**config.mk**
```make
export PLATFORM = sky130hd
export DESIGN_NAME = ws2812_frame_scheduler
export DESIGN_NICKNAME = d
export VERILOG_FILES = /design/src/rtl/ws2812_pkg.sv /design/src/rtl/ws2812_pixel_fifo.sv /design/src/rtl/ws2812_frame_scheduler.sv
export SDC_FILE = /design/constraint.sdc
export NUM_CORES = 1
export LEC_CHECK = 0
export CAP_MARGIN = 20
export CORE_MARGIN = 2
export CORE_UTILIZATION = 50
export CTS_BUF_LIST = sky130_fd_sc_hd__clkbuf_16
export CTS_CLUSTER_SIZE = 30
export DETAILED_ROUTE_END_ITERATION = 10
export PLACE_DENSITY = 0.73
export SYNTH_ARGS = -nofsm -noshare
export SYNTH_HDL_FRONTEND = slang
export SYNTH_SLANG_ARGS = --single-unit
```
**constraint.sdc**
```tcl
create_clock -name wb_clk_i -period 5 [get_ports wb_clk_i]
set_clock_uncertainty 0.1 [all_clocks]
set_input_delay 1 -clock wb_clk_i [delete_from_list [all_inputs] [get_ports wb_clk_i]]
set_output_delay 1 -clock wb_clk_i [all_outputs]
set_load 0.03 [all_outputs]
```
**src/rtl/ws2812_pkg.sv**
```systemverilog
// Shared types and register map for the WS2812 frame scheduler.
package ws2812_pkg;

  typedef enum logic [1:0] {
    ST_IDLE  = 2'd0,
    ST_FETCH = 2'd1,
    ST_SEND  = 2'd2,
    ST_LATCH = 2'd3
  } state_e;

  localparam logic [1:0] REG_CTRL   = 2'd0;
  localparam logic [1:0] REG_NUM    = 2'd1;
  localparam logic [1:0] REG_PIXEL  = 2'd2;
  localparam logic [1:0] REG_STATUS = 2'd3;

  localparam int CTRL_START  = 0;
  localparam int CTRL_IRQ_EN = 1;
  localparam int CTRL_OUT_EN = 2;
  localparam int CTRL_FLUSH  = 3;

  localparam int STAT_BUSY  = 0;
  localparam int STAT_FULL  = 1;
  localparam int STAT_EMPTY = 2;
  localparam int STAT_UNDER = 3;
  localparam int STAT_DONE  = 4;
  localparam int STAT_OVF   = 5;

  localparam int PIX_W = 24;

  typedef struct packed {
    logic        we;
    logic [1:0]  idx;
    logic [31:0] dat;
    logic [3:0]  sel;
  } wb_req_t;

endpackage

```
**src/rtl/ws2812_pixel_fifo.sv**
```systemverilog
// First-word-fall-through pixel FIFO; rdata is the head entry whenever !empty.
module ws2812_pixel_fifo
  import ws2812_pkg::*;
#(
  parameter int DEPTH = 8,
  parameter int AW    = $clog2(DEPTH)
) (
  input  logic             clk,
  input  logic             rst_n,
  input  logic             push,
  input  logic [PIX_W-1:0] wdata,
  input  logic             pop,
  input  logic             flush,
  output logic [PIX_W-1:0] rdata,
  output logic             full,
  output logic             empty,
  output logic [AW:0]      level
);

  localparam logic [AW:0] FULL_LVL = (AW+1)'(DEPTH);

  logic [PIX_W-1:0] mem [DEPTH];
  logic [AW:0]      wr_ptr, rd_ptr;
  logic             push_ok, pop_ok;

  assign level   = wr_ptr - rd_ptr;
  assign full    = (level == FULL_LVL);
  assign empty   = (level == '0);
  assign push_ok = push & ~full;
  assign pop_ok  = pop & ~empty;
  assign rdata   = mem[rd_ptr[AW-1:0]];

  always_ff @(posedge clk or negedge rst_n) begin
    if (!rst_n) begin
      wr_ptr <= '0;
      rd_ptr <= '0;
    end else if (flush) begin
      wr_ptr <= '0;
      rd_ptr <= '0;
    end else begin
      if (push_ok) wr_ptr <= wr_ptr + 1'b1;
      if (pop_ok)  rd_ptr <= rd_ptr + 1'b1;
    end
  end

  // Storage is not reset; the pointers alone define validity.
  always_ff @(posedge clk) begin
    if (push_ok && !flush) mem[wr_ptr[AW-1:0]] <= wdata;
  end

endmodule

```
**src/rtl/ws2812_frame_scheduler.sv**
```systemverilog
// Wishbone-controlled WS2812 frame sequencer: pixel FIFO, bit serialiser and latch gap.
module ws2812_frame_scheduler
  import ws2812_pkg::*;
#(
  parameter logic [31:0] BASE_ADR   = 32'h3000_0000,
  parameter int          FIFO_DEPTH = 8,
  parameter int          T_BIT      = 50,
  parameter int          T0H        = 16,
  parameter int          T1H        = 32,
  parameter int          T_RESET    = 12000
) (
  input  logic        wb_clk_i,
  input  logic        rst_n,
  input  logic        wbs_cyc_i,
  input  logic        wbs_stb_i,
  input  logic        wbs_we_i,
  input  logic [3:0]  wbs_sel_i,
  input  logic [31:0] wbs_adr_i,
  input  logic [31:0] wbs_dat_i,
  output logic [31:0] wbs_dat_o,
  output logic        wbs_ack_o,
  output logic        led_o,
  output logic        led_oeb_o,
  output logic        busy_o,
  output logic        irq_o
);

  localparam int BW = $clog2(T_BIT);
  localparam int GW = $clog2(T_RESET + 1);
  localparam int AW = $clog2(FIFO_DEPTH);

  localparam logic [BW-1:0] BIT_LAST = BW'(T_BIT - 1);
  localparam logic [BW-1:0] T0H_C    = BW'(T0H);
  localparam logic [BW-1:0] T1H_C    = BW'(T1H);
  localparam logic [GW-1:0] GAP_LAST = GW'(T_RESET - 1);

  // Wishbone decode
  wb_req_t req;
  logic    hit, acc, wr;
  logic    ctrl_wr, stat_wr, pix_wr, num_wr;
  logic    start, flush;

  assign req = '{we: wbs_we_i, idx: wbs_adr_i[3:2], dat: wbs_dat_i, sel: wbs_sel_i};
  assign hit = wbs_cyc_i & wbs_stb_i & (wbs_adr_i[31:4] == BASE_ADR[31:4]);
  // The ack register blocks back-to-back accesses, so each transfer acts once.
  assign acc = hit & ~wbs_ack_o;
  assign wr  = acc & req.we;

  assign ctrl_wr = wr & (req.idx == REG_CTRL) & req.sel[0];
  assign num_wr  = wr & (req.idx == REG_NUM) & req.sel[0] & ~busy_o;
  assign pix_wr  = wr & (req.idx == REG_PIXEL) & (req.sel[2:0] == 3'b111);
  assign stat_wr = wr & (req.idx == REG_STATUS);
  assign start   = ctrl_wr & req.dat[CTRL_START] & ~busy_o;
  assign flush   = ctrl_wr & req.dat[CTRL_FLUSH] & ~busy_o;

  logic unused_bits;
  assign unused_bits = ^{wbs_adr_i[1:0], wbs_sel_i[3], wbs_dat_i[31:24]};

  // Registers
  logic       irq_en, out_en;
  logic [7:0] num_leds;
  logic       underrun, done, ovf;

  // FIFO
  logic [PIX_W-1:0] fifo_rdata;
  logic             fifo_full, fifo_empty, fifo_pop;
  logic [AW:0]      fifo_level;

  ws2812_pixel_fifo #(.DEPTH(FIFO_DEPTH)) u_fifo (
    .clk   (wb_clk_i),
    .rst_n (rst_n),
    .push  (pix_wr),
    .wdata (req.dat[PIX_W-1:0]),
    .pop   (fifo_pop),
    .flush (flush),
    .rdata (fifo_rdata),
    .full  (fifo_full),
    .empty (fifo_empty),
    .level (fifo_level)
  );

  // Frame FSM and serialiser datapath
  state_e           state, state_n;
  logic [BW-1:0]    bit_cnt, bit_cnt_n;
  logic [4:0]       bit_idx, bit_idx_n;
  logic [7:0]       led_cnt, led_cnt_n;
  logic [GW-1:0]    gap_cnt, gap_cnt_n;
  logic [PIX_W-1:0] shreg, shreg_n;
  logic             led_n, done_set, und_set;

  assign busy_o = (state != ST_IDLE);

  always_ff @(posedge wb_clk_i or negedge rst_n) begin
    if (!rst_n) state <= ST_IDLE;
    else        state <= state_n;
  end

  always_comb begin
    state_n   = state;
    bit_cnt_n = bit_cnt;
    bit_idx_n = bit_idx;
    led_cnt_n = led_cnt;
    gap_cnt_n = gap_cnt;
    shreg_n   = shreg;
    fifo_pop  = 1'b0;
    led_n     = 1'b0;
    done_set  = 1'b0;
    und_set   = 1'b0;
    case (state)
      ST_IDLE: begin
        if (start) begin
          if (num_leds == 8'd0) begin
            done_set = 1'b1;
          end else begin
            led_cnt_n = '0;
            state_n   = ST_FETCH;
          end
        end
      end
      ST_FETCH: begin
        if (!fifo_empty) begin
          fifo_pop  = 1'b1;
          shreg_n   = fifo_rdata;
          bit_idx_n = 5'd23;
          bit_cnt_n = '0;
          state_n   = ST_SEND;
        end else begin
          und_set   = 1'b1;
          gap_cnt_n = '0;
          state_n   = ST_LATCH;
        end
      end
      ST_SEND: begin
        led_n = (bit_cnt < (shreg[PIX_W-1] ? T1H_C : T0H_C));
        if (bit_cnt == BIT_LAST) begin
          bit_cnt_n = '0;
          if (bit_idx != 5'd0) begin
            shreg_n   = {shreg[PIX_W-2:0], 1'b0};
            bit_idx_n = bit_idx - 5'd1;
          end else if (led_cnt == num_leds - 8'd1) begin
            gap_cnt_n = '0;
            state_n   = ST_LATCH;
          end else begin
            led_cnt_n = led_cnt + 8'd1;
            state_n   = ST_FETCH;
          end
        end else begin
          bit_cnt_n = bit_cnt + 1'b1;
        end
      end
      ST_LATCH: begin
        if (gap_cnt == GAP_LAST) begin
          done_set = 1'b1;
          state_n  = ST_IDLE;
        end else begin
          gap_cnt_n = gap_cnt + 1'b1;
        end
      end
      default: state_n = ST_IDLE;
    endcase
  end

  // led_o is registered so the pad never sees comparator glitches.
  always_ff @(posedge wb_clk_i or negedge rst_n) begin
    if (!rst_n) begin
      bit_cnt <= '0;
      bit_idx <= '0;
      led_cnt <= '0;
      gap_cnt <= '0;
      shreg   <= '0;
      led_o   <= 1'b0;
    end else begin
      bit_cnt <= bit_cnt_n;
      bit_idx <= bit_idx_n;
      led_cnt <= led_cnt_n;
      gap_cnt <= gap_cnt_n;
      shreg   <= shreg_n;
      led_o   <= led_n;
    end
  end

  // Read mux
  logic [31:0] rd_data;

  always_comb begin
    rd_data = '0;
    case (req.idx)
      REG_CTRL: begin
        rd_data[CTRL_IRQ_EN] = irq_en;
        rd_data[CTRL_OUT_EN] = out_en;
      end
      REG_NUM:   rd_data[7:0] = num_leds;
      REG_PIXEL: rd_data[AW:0] = fifo_level;
      REG_STATUS: begin
        rd_data[STAT_BUSY]  = busy_o;
        rd_data[STAT_FULL]  = fifo_full;
        rd_data[STAT_EMPTY] = fifo_empty;
        rd_data[STAT_UNDER] = underrun;
        rd_data[STAT_DONE]  = done;
        rd_data[STAT_OVF]   = ovf;
      end
      default: rd_data = '0;
    endcase
  end

  // Sticky status: a same-cycle hardware set beats the W1C.
  always_ff @(posedge wb_clk_i or negedge rst_n) begin
    if (!rst_n) begin
      wbs_ack_o <= 1'b0;
      wbs_dat_o <= '0;
      irq_en    <= 1'b0;
      out_en    <= 1'b0;
      num_leds  <= '0;
      underrun  <= 1'b0;
      done      <= 1'b0;
      ovf       <= 1'b0;
      irq_o     <= 1'b0;
    end else begin
      wbs_ack_o <= acc;
      wbs_dat_o <= (acc && !req.we) ? rd_data : 32'h0;
      if (ctrl_wr) begin
        irq_en <= req.dat[CTRL_IRQ_EN];
        out_en <= req.dat[CTRL_OUT_EN];
      end
      if (num_wr) num_leds <= req.dat[7:0];
      underrun <= (underrun & ~(stat_wr & req.dat[STAT_UNDER])) | und_set;
      done     <= (done & ~(stat_wr & req.dat[STAT_DONE])) | done_set;
      ovf      <= (ovf & ~(stat_wr & req.dat[STAT_OVF])) | (pix_wr & fifo_full);
      irq_o    <= irq_en & (done | underrun);
    end
  end

  assign led_oeb_o = ~out_en;

endmodule

```
==> run_results.csv, run 1 <==
group,metric,value,unit
layout,antenna_cells,0,
hold_path,hp-class,"flop to flop",
critical_path,cp-end-kind,"flop",
pwr,vdd_drop_max,349,uV
run,maxCapViolCount,0,
floorplan,num_io_pins,110,
routing,postRouteAntennaNets,0,
layout,nNetsFinal,1085,
floorplan,die_h,162,microns
logic_synthesis,synth_ff_type,"edfxtp_1",
floorplan,start_util,51.0,%
clock_network,cts_buffers,30,
clock_network,cts_tree,"done",
critical_path,worst-path-buf-inv,2,
logic_synthesis,synth_top_area_share,46.4,%
logic_synthesis,synth_top_area_cell,"edfxtp_1",
grt,grt_pass1_vias,7611,
critical_path,cp_common_cell,"nor4_1",
timing,fmax,268,MHz
critical_path,arrival,3.84,ns
grt,grt_start_max_net_pins,66,
critical_path,path_cells,"clkdlybuf4s50_1 > nor4_1 > nand4_1 > or2_1 > nor4_1 > o21ai_1 > or2_2 > nor3b_2 > buf_4",
placement,gp_congestion,0.802,
timing,worst_pin_slew,1.01,ns
logic_synthesis,synth_cell_types,62,
critical_path,crit_path_top_delay_cell,"nor4_1",
logic_synthesis,async_reset_ff_share,32.2,%
critical_path,crit_fanout,24,
floorplan,coreArea,24400,sq um
clock_network,cts_resized,0,
critical_path,critPathLaunchType,"input pin",
pwr,power_density,335,nW/um^2
timing,tns,0,ns
timing,hold_viol,0,
timing,fin_crit,3.73,ns
placement,dp_hpwl,15200,microns
logic_synthesis,ys_seq_area_share,64.7,%
timing,slew-limit-headroom,32.6,%
grt,grt_usage,19.5,%
timing,post-route-period-util,74.7,%
clock_network,cts_setup_buffers,0,
critical_path,crit_type,"input pin to flop",
routing,via_count,7530,
floorplan,die_w,162,microns
grt,grt_overflow,0,
floorplan,die-area,26100,sq um
placement,pre_cts_ws,0.706,ns
routing,drc,0,
logic_synthesis,synth_area,12400,sq um
timing,fin_ws,1.27,ns
grt,grt_pass1_wl,40400,microns
clock_network,clk-insertion-delay-late,0.56,ns
clock_network,cts-hold-fix-buffers,0,
logic_synthesis,syn_avg_cell_area,13.8,sq um
clock_network,cts_max_path_buffers,3,
grt,antenna_found_initial,0,
logic_synthesis,synth_cells,904,
clock_network,clkSinkCount,283,
critical_path,crit_required,5.11,ns
logic_synthesis,ys_seq_elements,283,
logic_synthesis,ys_top_cells_by_area,"edfxtp_1 46%, dfrtp_1 18%, mux4_2 8.9%",
timing,setup_viol,0,
layout,final_core_util,59.7,%
logic_synthesis,yosysWarningCount,0,
clock_network,root_buffer,"clkbuf_16",
critical_path,critical-path-top-delay-family,"simple AND/OR/NAND/NOR gates",
outcome,status,"finished, final reports clean",
pwr,p_leak,5.46,nW
routing,wl_per_cell,18.7,microns
routing,via_per_inst,5.62,
clock_network,h-tree-depth,1,
placement,io_buffers,74,
floorplan,fp-row-count,57,
timing,slew_viol_final,0,
routing,drt_iter0_drc,450,
layout,drive_above_1_share,14.4,%
clock_network,clkTransAtPathRegs,0.06,ns
logic_synthesis,synth_enable_flop_cells,192,
critical_path,crit_path_max_incr_delay,0.45,ns
timing,rsz0062_at_grt,"false",
routing,routed_wl,25100,microns
routing,dr.pass1.iters,4,
layout,area_delta_synth_final,17.1,%
## per-stage QoR
step                      std cells  total power, mW  area [sq um]  hold slack, ns
final                          1341             4.87         14600           0.382
after floorplan                 927             2.60         12500           0.350
after global placement         1285             2.67         13500           0.362
after detailed placement       1285             2.67         13500           0.370
after global routing           1341             5.00         14600           0.400
after CTS                      1341             4.91         14600           0.384
## cell families after synthesis
| kind of cell | count (synthesis) | share of synthesized area [%] |
|---|---|---|
| AND/OR/NAND/NOR | 262 | 10.2 |
| adder cells (fa/ha/maj) | 19 | 1.97 |
| multiplexers | 67 | 10.4 |
| other | 1 | 0.0302 |
| XOR/XNOR | 16 | 1.13 |
| flip-flops | 283 | 64.7 |
| buffers and inverters | 91 | 3.53 |
| AO/OA/AOI/OAI | 165 | 8.05 |
## path summary, 6_finish.rpt
path | from | end | slack (ns) | depth (start not counted)
min reg2reg | shreg[18] | shreg[18] | 0.38 | 2
max in group asynchronous | rst_n | u_fifo.rd_ptr[0] | 3.41 | 2
max reg2reg | num_leds[3] | gap_cnt[5] | 1.36 | 7
max | wbs_adr_i[14] | u_fifo.mem[3][19] | 1.27 | 9
min in group asynchronous | rst_n | gap_cnt[10] | 0.47 | 1
min | shreg[18] | shreg[18] | 0.38 | 2
## synthesized netlist by cell type (6+ instances only)
cell type / count
edfxtp_1: 192
nand2_1: 114
dfrtp_1: 91
a21oi_1: 60
mux4_2: 49
o21ai_0: 42
nor2_1: 38
inv_1: 28
clkbuf_1: 27
buf_4: 24
o21ai_1: 22
ha_1: 18
nand3_1: 13
nand2b_1: 11
nor3_1: 11
xnor2_1: 11
and3_1: 10
nand4_1: 10
buf_1: 9
nor4_1: 9
or3_1: 9
and2_1: 8
mux2_2: 8
mux2i_1: 8
nor2b_1: 6
## metal layers
layer / track usage, % / up-vias / wire, microns
li1: - / 3514 / -
met1: 26.9 / 3795 / 11000
met2: 33.1 / 186 / 12500
met3: 2.73 / 35 / 1160
met4: 4.95 / 0 / 463
met5: 0 / - / 0
## worst reg2reg max path, delay by kind of cell, from the launching register on
kind             cells  cell delay, ns
AND/OR/NAND/NOR      3            1.52
AO/OA/AOI/OAI        4            1.44
flip-flops           1            0.46
## sequential cells by signal (all words and copies together) (netlist names), 5 cells and up
name and count:
gap_cnt 14, bit_cnt 6, shreg 24, num_leds 8
u_fifo.mem 192, led_cnt 8, wbs_dat_o 8, bit_idx 5
## cell usage in the layout (no fill, tap or decap), types with 8 or more instances in the layout
master,n
nand3_1,13
mux4_2,49
clkdlybuf4s50_1,73
inv_1,37
mux2_2,8
nand2_1,114
dfrtp_1,89
and2_1,8
nand4_1,10
nor3_1,9
nor4_1,9
ha_1,17
buf_4,22
or3_1,9
o21ai_0,42
and3_1,10
clkbuf_16,30
a21oi_1,60
o21ai_1,22
nand2b_1,10
nor2_1,36
mux2i_1,8
conb_1,24
edfxtp_1,192
xnor2_1,11
## area by class of cell
cell class / instances / area, sq um
Inverter: 30 / 113
Clock inverter: 26 / 264
Clock buffer: 30 / 751
Sequential cell: 283 / 8050
Timing Repair Buffer: 95 / 896
Multi-Input combinational cell: 553 / 4080
Fill cell: 1839 / 9830
Tap cell: 324 / 405
## report_power, final
group,internal [mW],switching (mW),total (mW)
clock,1.35,0.896,2.24
combinational,0.0463,0.0730,0.119
sequential,2.51,0.000000000104,2.51
(Power assumes the default switching activity.)
==> run 2, diff against run 1 <==
Clock period 5 ns to 3 ns, I/O delays scaled along.
==> run 2 against run 1 <==
  * Sequential share of layout area shrank 1.9 points
  * Non-clock buffer count rose by 47
  * Global-route usage is 0.57 points higher
  * Highest routed layer unchanged
==> run_results.csv, run 2 (same netlist as run 1, synthesis figures left out) <==
group,metric,value,unit
floorplan,die-area,26100,sq um
routing,postRouteAntennaNets,0,
layout,nNetsFinal,1131,
critical_path,r2r_end,"gap_cnt[3]",
critical_path,crit_type,"flop to flop",
placement,placedCellCount,1332,
timing,fin_ws,0.0168,ns
layout,layout_common_cells,"192 x edfxtp_1, 114 x nand2_1, 89 x dfrtp_1",
clock_network,h-tree-depth,1,
grt,grt_pass1_wl,41200,microns
clock_network,clk-insertion-delay-late,0.56,ns
layout,antenna_cells,0,
layout,final_common_cell,"edfxtp_1",
timing,worst_pin_slew,1.01,ns
pwr,seq_power_share,52.6,%
routing,routed_wl,25700,microns
critical_path,crit_required,3.35,ns
pwr,p_int,6.37,mW
routing,via_count,7706,
critical_path,path_cells,"or4_4 > or3_4 > a2111oi_4 > o2111ai_2 > a21o_1 > or2_4 > buf_4 > o31ai_2",
clock_network,clkSinkCount,283,
clock_network,cts_buffers,29,
critical_path,crit_path_max_incr_delay,0.57,ns
layout,largest_register_ffs,192,
placement,dp_hpwl,16500,microns
grt,use_met2,35.8,%
timing,post-route-period-util,99.4,%
pwr,p_comb_share,2.6,%
run,maxCapViolCount,0,
routing,wl_per_cell,18.5,microns
floorplan,coreArea,24400,sq um
timing,slew_viol_final,0,
grt,grt_use_met1,26.2,%
routing,drt_iter0_drc,443,
floorplan,die_w,162,microns
critical_path,arrival,3.34,ns
placement,gp_congestion,0.845,
pwr,p_leak,5.70,nW
grt,top_usage_layer,"met2",
layout,instances_no_fill,1386,
pwr,vdd_drop_max,573,uV
timing,hold_viol,0,
layout,final-seq-area,8050,sq um
pwr,clkPwrFrac,44.8,%
critical_path,crit_fanout,5,
grt,antenna_found_initial,0,
timing,fin_crit,2.98,ns
floorplan,die_h,162,microns
critical_path,crit_path_top_delay_cell,"or4_4",
critical_path,cp-end-kind,"flop",
grt,grt_overflow,0,
pwr,power_density,527,nW/um^2
layout,multi_input_area,4220,sq um
floorplan,start_util,51.0,%
clock_network,cts_tree,"done",
grt,grtUsageMet3,2.43,%
routing,via_per_inst,5.56,
placement,io_buffers,74,
critical_path,critPathLaunchType,"flop",
layout,area_delta_synth_final,21.2,%
grt,grt_start_max_net_pins,60,
critical_path,r2r_setup_slack,0.02,ns
grt,grt_pass1_vias,7844,
timing,slew-limit-headroom,32.8,%
floorplan,num_io_pins,110,
clock_network,clkTransAtPathRegs,0.06,ns
routing,dr.pass1.iters,5,
layout,n_fill_cell,1788,
timing,fmax,335,MHz
grt,grt_usage,20.1,%
clock_network,cts_max_path_buffers,3,
hold_path,hp-class,"input pin to async pin",
timing,setup_viol,0,
outcome,status,"finished, final reports clean",
critical_path,reg2reg_from,"num_leds[6]",
pwr,net-switching-power,1.58,mW
clock_network,root_buffer,"clkbuf_16",
critical_path,r2r_cells,8,
clock_network,cts_setup_buffers,0,
floorplan,fp-row-count,57,
layout,drive_above_1_share,19.1,%
routing,drc,0,
timing,rsz0062_at_grt,"true",
pwr,swShare,19.9,%
placement,pre_cts_ws,-0.443,ns
## run 2: cell types whose count changed in the layout (fill, tap and decap cells not counted), sizes merged
| cell | delta |
|---|---|
| clkdlybuf4s50 | -1 |
| bufinv | -1 |
| dlygate4sd2 | +1 |
| clkbuf | -1 |
| clkinvlp | +1 |
| buf | +47 |
| inv | -1 |
## run 2: how the worst max path moves through the flow
stage	depth (start not counted)	start	to	slack, ns
after detailed placement	9	wbs_adr_i[29]	u_fifo.mem[3][17]	-0.44
final	8	num_leds[6]	gap_cnt[3]	0.02
after global placement	9	wbs_adr_i[29]	u_fifo.mem[5][10]	-0.42
after floorplan	7	wbs_adr_i[6]	u_fifo.mem[3][0]	-0.07
after global routing	8	num_leds[6]	gap_cnt[3]	-0.11
after CTS	8	num_leds[6]	gap_cnt[12]	0.01
## run 2: power by group through the flow
stage | Combinational (mW) | Sequential, mW | Clock, mW
6_report | 0.209 | 4.18 | 3.56
5_1_grt | 0.229 | 4.17 | 3.79
4_1_cts | 0.211 | 4.18 | 3.64
3_5_place_dp | 0.210 | 4.26 | 0
3_3_place_gp | 0.207 | 4.26 | 0
2_1_floorplan | 0.0790 | 4.26 | 0
## run 2: critical path: cells and delay by family, from the launching register on
kind	cells	cell delay [ns]
buffers and inverters	1	0.16
DFF	1	0.38
AOI/OAI and AO/OA	4	0.99
and+or+nand+nor	3	1.25
## run 2: stage by stage
stage | hold slack [ns] | area (sq um) | utilization [%] | setup TNS, ns | power, mW
after CTS | 0.0783 | 15000 | 61.6 | 0 | 8.02
after global routing | 0.118 | 15100 | 61.8 | -0.680 | 8.19
after detailed placement | 0.370 | 14100 | 57.6 | -70.08 | 4.47
after global placement | 0.362 | 14100 | 57.6 | -62.29 | 4.46
final | 0.0642 | 15100 | 61.8 | 0 | 7.94
after floorplan | 0.204 | 12700 | - | -4.23 | 4.34
## run 2: cell type report
class	count	share of cell area, %
Timing Repair Buffer	142	8.85
Inverter	30	0.747
Sequential cell	283	53.4
Tap cell	324	2.69
Clock inverter	25	1.52
Clock buffer	29	4.81
Multi-Input combinational cell	553	28.0
## run 2: per-layer routing
layer	up-vias	wire length, microns
met5	-	0
met1	3855	10800
met4	0	584
met2	198	13200
met3	39	1110
li1	3614	-
## run 2: timing repair
action | 4_1_cts | 5_1_grt
hold buffers | 0 | 0
hold endpoints to repair | 0 | 0
gates resized for setup | 4 | 9
pin swaps | 4 | 0
endpoints found under the setup margin | 13 | 71
==> run 3, diff against run 2 <==
Settings changed: CTS_BUF_LIST sky130_fd_sc_hd__clkbuf_16 to not set.
==> run 3 against run 2 <==
  * Worst setup slack worse by 0.0026 ns
  * Via count up 0.16%
  * Clock-buffer cell count up 9
  * Sequential share of layout area about the same
  * Power up 0.71%
  * Global-route usage about the same
  * Critical path depth unchanged
  * Sequential power about the same
  * Critical path type unchanged
==> run_results.csv, run 3 (same netlist as run 1, synthesis figures left out) <==
group,metric,value,unit
pwr,p_leak,5.67,nW
floorplan,coreArea,24400,sq um
timing,hold_viol,0,
placement,gp_congestion,0.845,
critical_path,reg2reg_from,"num_leds[6]",
critical_path,crit_fanout,5,
clock_network,clkSinkCount,283,
timing,fin_ws,0.0141,ns
timing,rsz0062_at_grt,"true",
outcome,status,"finished, final reports clean",
grt,grtUsageMet3,2.43,%
clock_network,cts_buffers,29,
placement,pre_cts_ws,-0.443,ns
timing,slew_viol_final,0,
routing,drt_iter0_drc,408,
routing,postRouteAntennaNets,0,
critical_path,crit_required,3.36,ns
layout,drive_above_1_share,19.2,%
critical_path,crit_type,"flop to flop",
timing,slew-limit-headroom,32.9,%
grt,grt_start_max_net_pins,60,
layout,final_core_util,61.8,%
critical_path,arrival,3.34,ns
critical_path,r2r_end,"gap_cnt[3]",
grt,grt_use_met1,26.3,%
clock_network,cts-hold-fix-buffers,0,
routing,drc,0,
critical_path,critPathLaunch,"num_leds[6]",
routing,wl_per_cell,18.6,microns
clock_network,cts_tree,"done",
pwr,vdd_drop_max,585,uV
timing,post-route-period-util,99.5,%
routing,via_per_inst,5.57,
grt,grt_pass1_vias,7846,
layout,fin_area,15100,sq um
critical_path,path_cells,"or4_4 > or3_4 > a2111oi_4 > o2111ai_2 > a21o_1 > or2_4 > buf_4 > o31ai_2",
grt,grt_overflow,0,
grt,grt_usage,20.1,%
clock_network,clkTransAtPathRegs,0.06,ns
clock_network,h-tree-depth,1,
routing,routed_wl,25700,microns
placement,place_area,14100,sq um
critical_path,crit_path_max_incr_delay,0.57,ns
layout,layout_common_cells,"192 x edfxtp_1, 114 x nand2_1, 89 x dfrtp_1",
timing,setup_viol,0,
critical_path,r2r_setup_slack,0.01,ns
placement,io_buffers,74,
layout,final_common_cell,"edfxtp_1",
layout,area_delta_synth_final,21.3,%
grt,grt_pass1_wl,41300,microns
placement,dp_hpwl,16500,microns
critical_path,critical-path-top-delay-family,"simple AND/OR/NAND/NOR gates",
clock_network,clk-insertion-delay-late,0.56,ns
grt,top_usage_layer,"met2",
layout,n_fill_cell,1783,
timing,fmax,335,MHz
hold_path,hp-class,"input pin to async pin",
layout,nNetsFinal,1131,
critical_path,worst-path-buf-inv,1,
floorplan,num_io_pins,110,
floorplan,start_util,51.0,%
timing,whs,0.0647,ns
floorplan,fp-row-count,57,
critical_path,crit_end,"gap_cnt[3]",
routing,dr.pass1.iters,6,
critical_path,cp-end-kind,"flop",
clock_network,cts_max_path_buffers,3,
clock_network,cts_setup_buffers,0,
critical_path,crit_path_top_delay_cell,"or4_4",
critical_path,critPathLaunchType,"flop",
run,maxCapViolCount,0,
layout,largest_register_ffs,192,
timing,worst_pin_slew,1.01,ns
critical_path,r2r_cells,8,
grt,use_met2,35.8,%
critical_path,worstSetupPathDepth,8,
layout,antenna_cells,0,
floorplan,die_h,162,microns
timing,fin_crit,2.99,ns
pwr,power_density,530,nW/um^2
grt,antenna_found_initial,0,
routing,via_count,7718,
floorplan,die-area,26100,sq um
clock_network,root_buffer,"clkbuf_16",
pwr,p_total,8.00,mW
floorplan,die_w,162,microns
-- run 3: cell count changes in the layout (fill, tap and decap cells not counted), sizes merged --
cell,previous run,this run
clkbuf,29,38
clkinv,11,10
inv,38,30
-- run 3: what timing repair did --
action / 4_1_cts / 5_1_grt
pin swaps: 4 / 0
setup endpoints to repair: 13 / 71
resized for setup: 4 / 9
hold endpoints to repair: 0 / 0
-- run 3: how the worst min path moves through the flow --
stage | from | to | slack (ns) | depth (start not counted)
3_5_place_dp | shreg[18] | shreg[18] | 0.37 | 2
3_3_place_gp | shreg[15] | shreg[15] | 0.36 | 2
5_1_grt | rst_n | shreg[14] | 0.12 | 1
6_report | rst_n | gap_cnt[4] | 0.06 | 1
2_1_floorplan | rst_n | bit_cnt[0] | 0.20 | 0
4_1_cts | rst_n | u_fifo.rd_ptr[1] | 0.08 | 1
-- run 3: report_power, final --
part	total (mW)	leakage, nW	internal, mW	switching (mW)
Combinational	0.209	2.28	0.0835	0.125
Sequential	4.18	2.93	4.18	0.000000000158
Clock	3.61	0.465	2.16	1.46
Total	8.00	5.67	6.42	1.58
-- run 3: final cells by class --
type | instances | area (sq um) | area share [%]
clock inverters | 16 | 195 | 1.29
multi-input cells | 553 | 4220 | 28.0
clock buffers | 38 | 769 | 5.10
repair buffers | 142 | 1330 | 8.84
well taps | 324 | 405 | 2.69
flip-flops and latches | 283 | 8050 | 53.4
inverters | 30 | 113 | 0.747
-- run 3: through the flow --
step	std cells	TNS (ns)
floorplan	927	-4.23
global placement	1332	-62.29
detailed placement	1332	-70.08
CTS	1386	0
global route	1386	-0.680
finish	1386	0
-- run 3: metal layers --
metal  share of wire (%)  up-vias
li1                    -     3612
met1                  42     3860
met2                  52      203
met3                 4.4       43
met4                 2.4        0
met5                   0        -
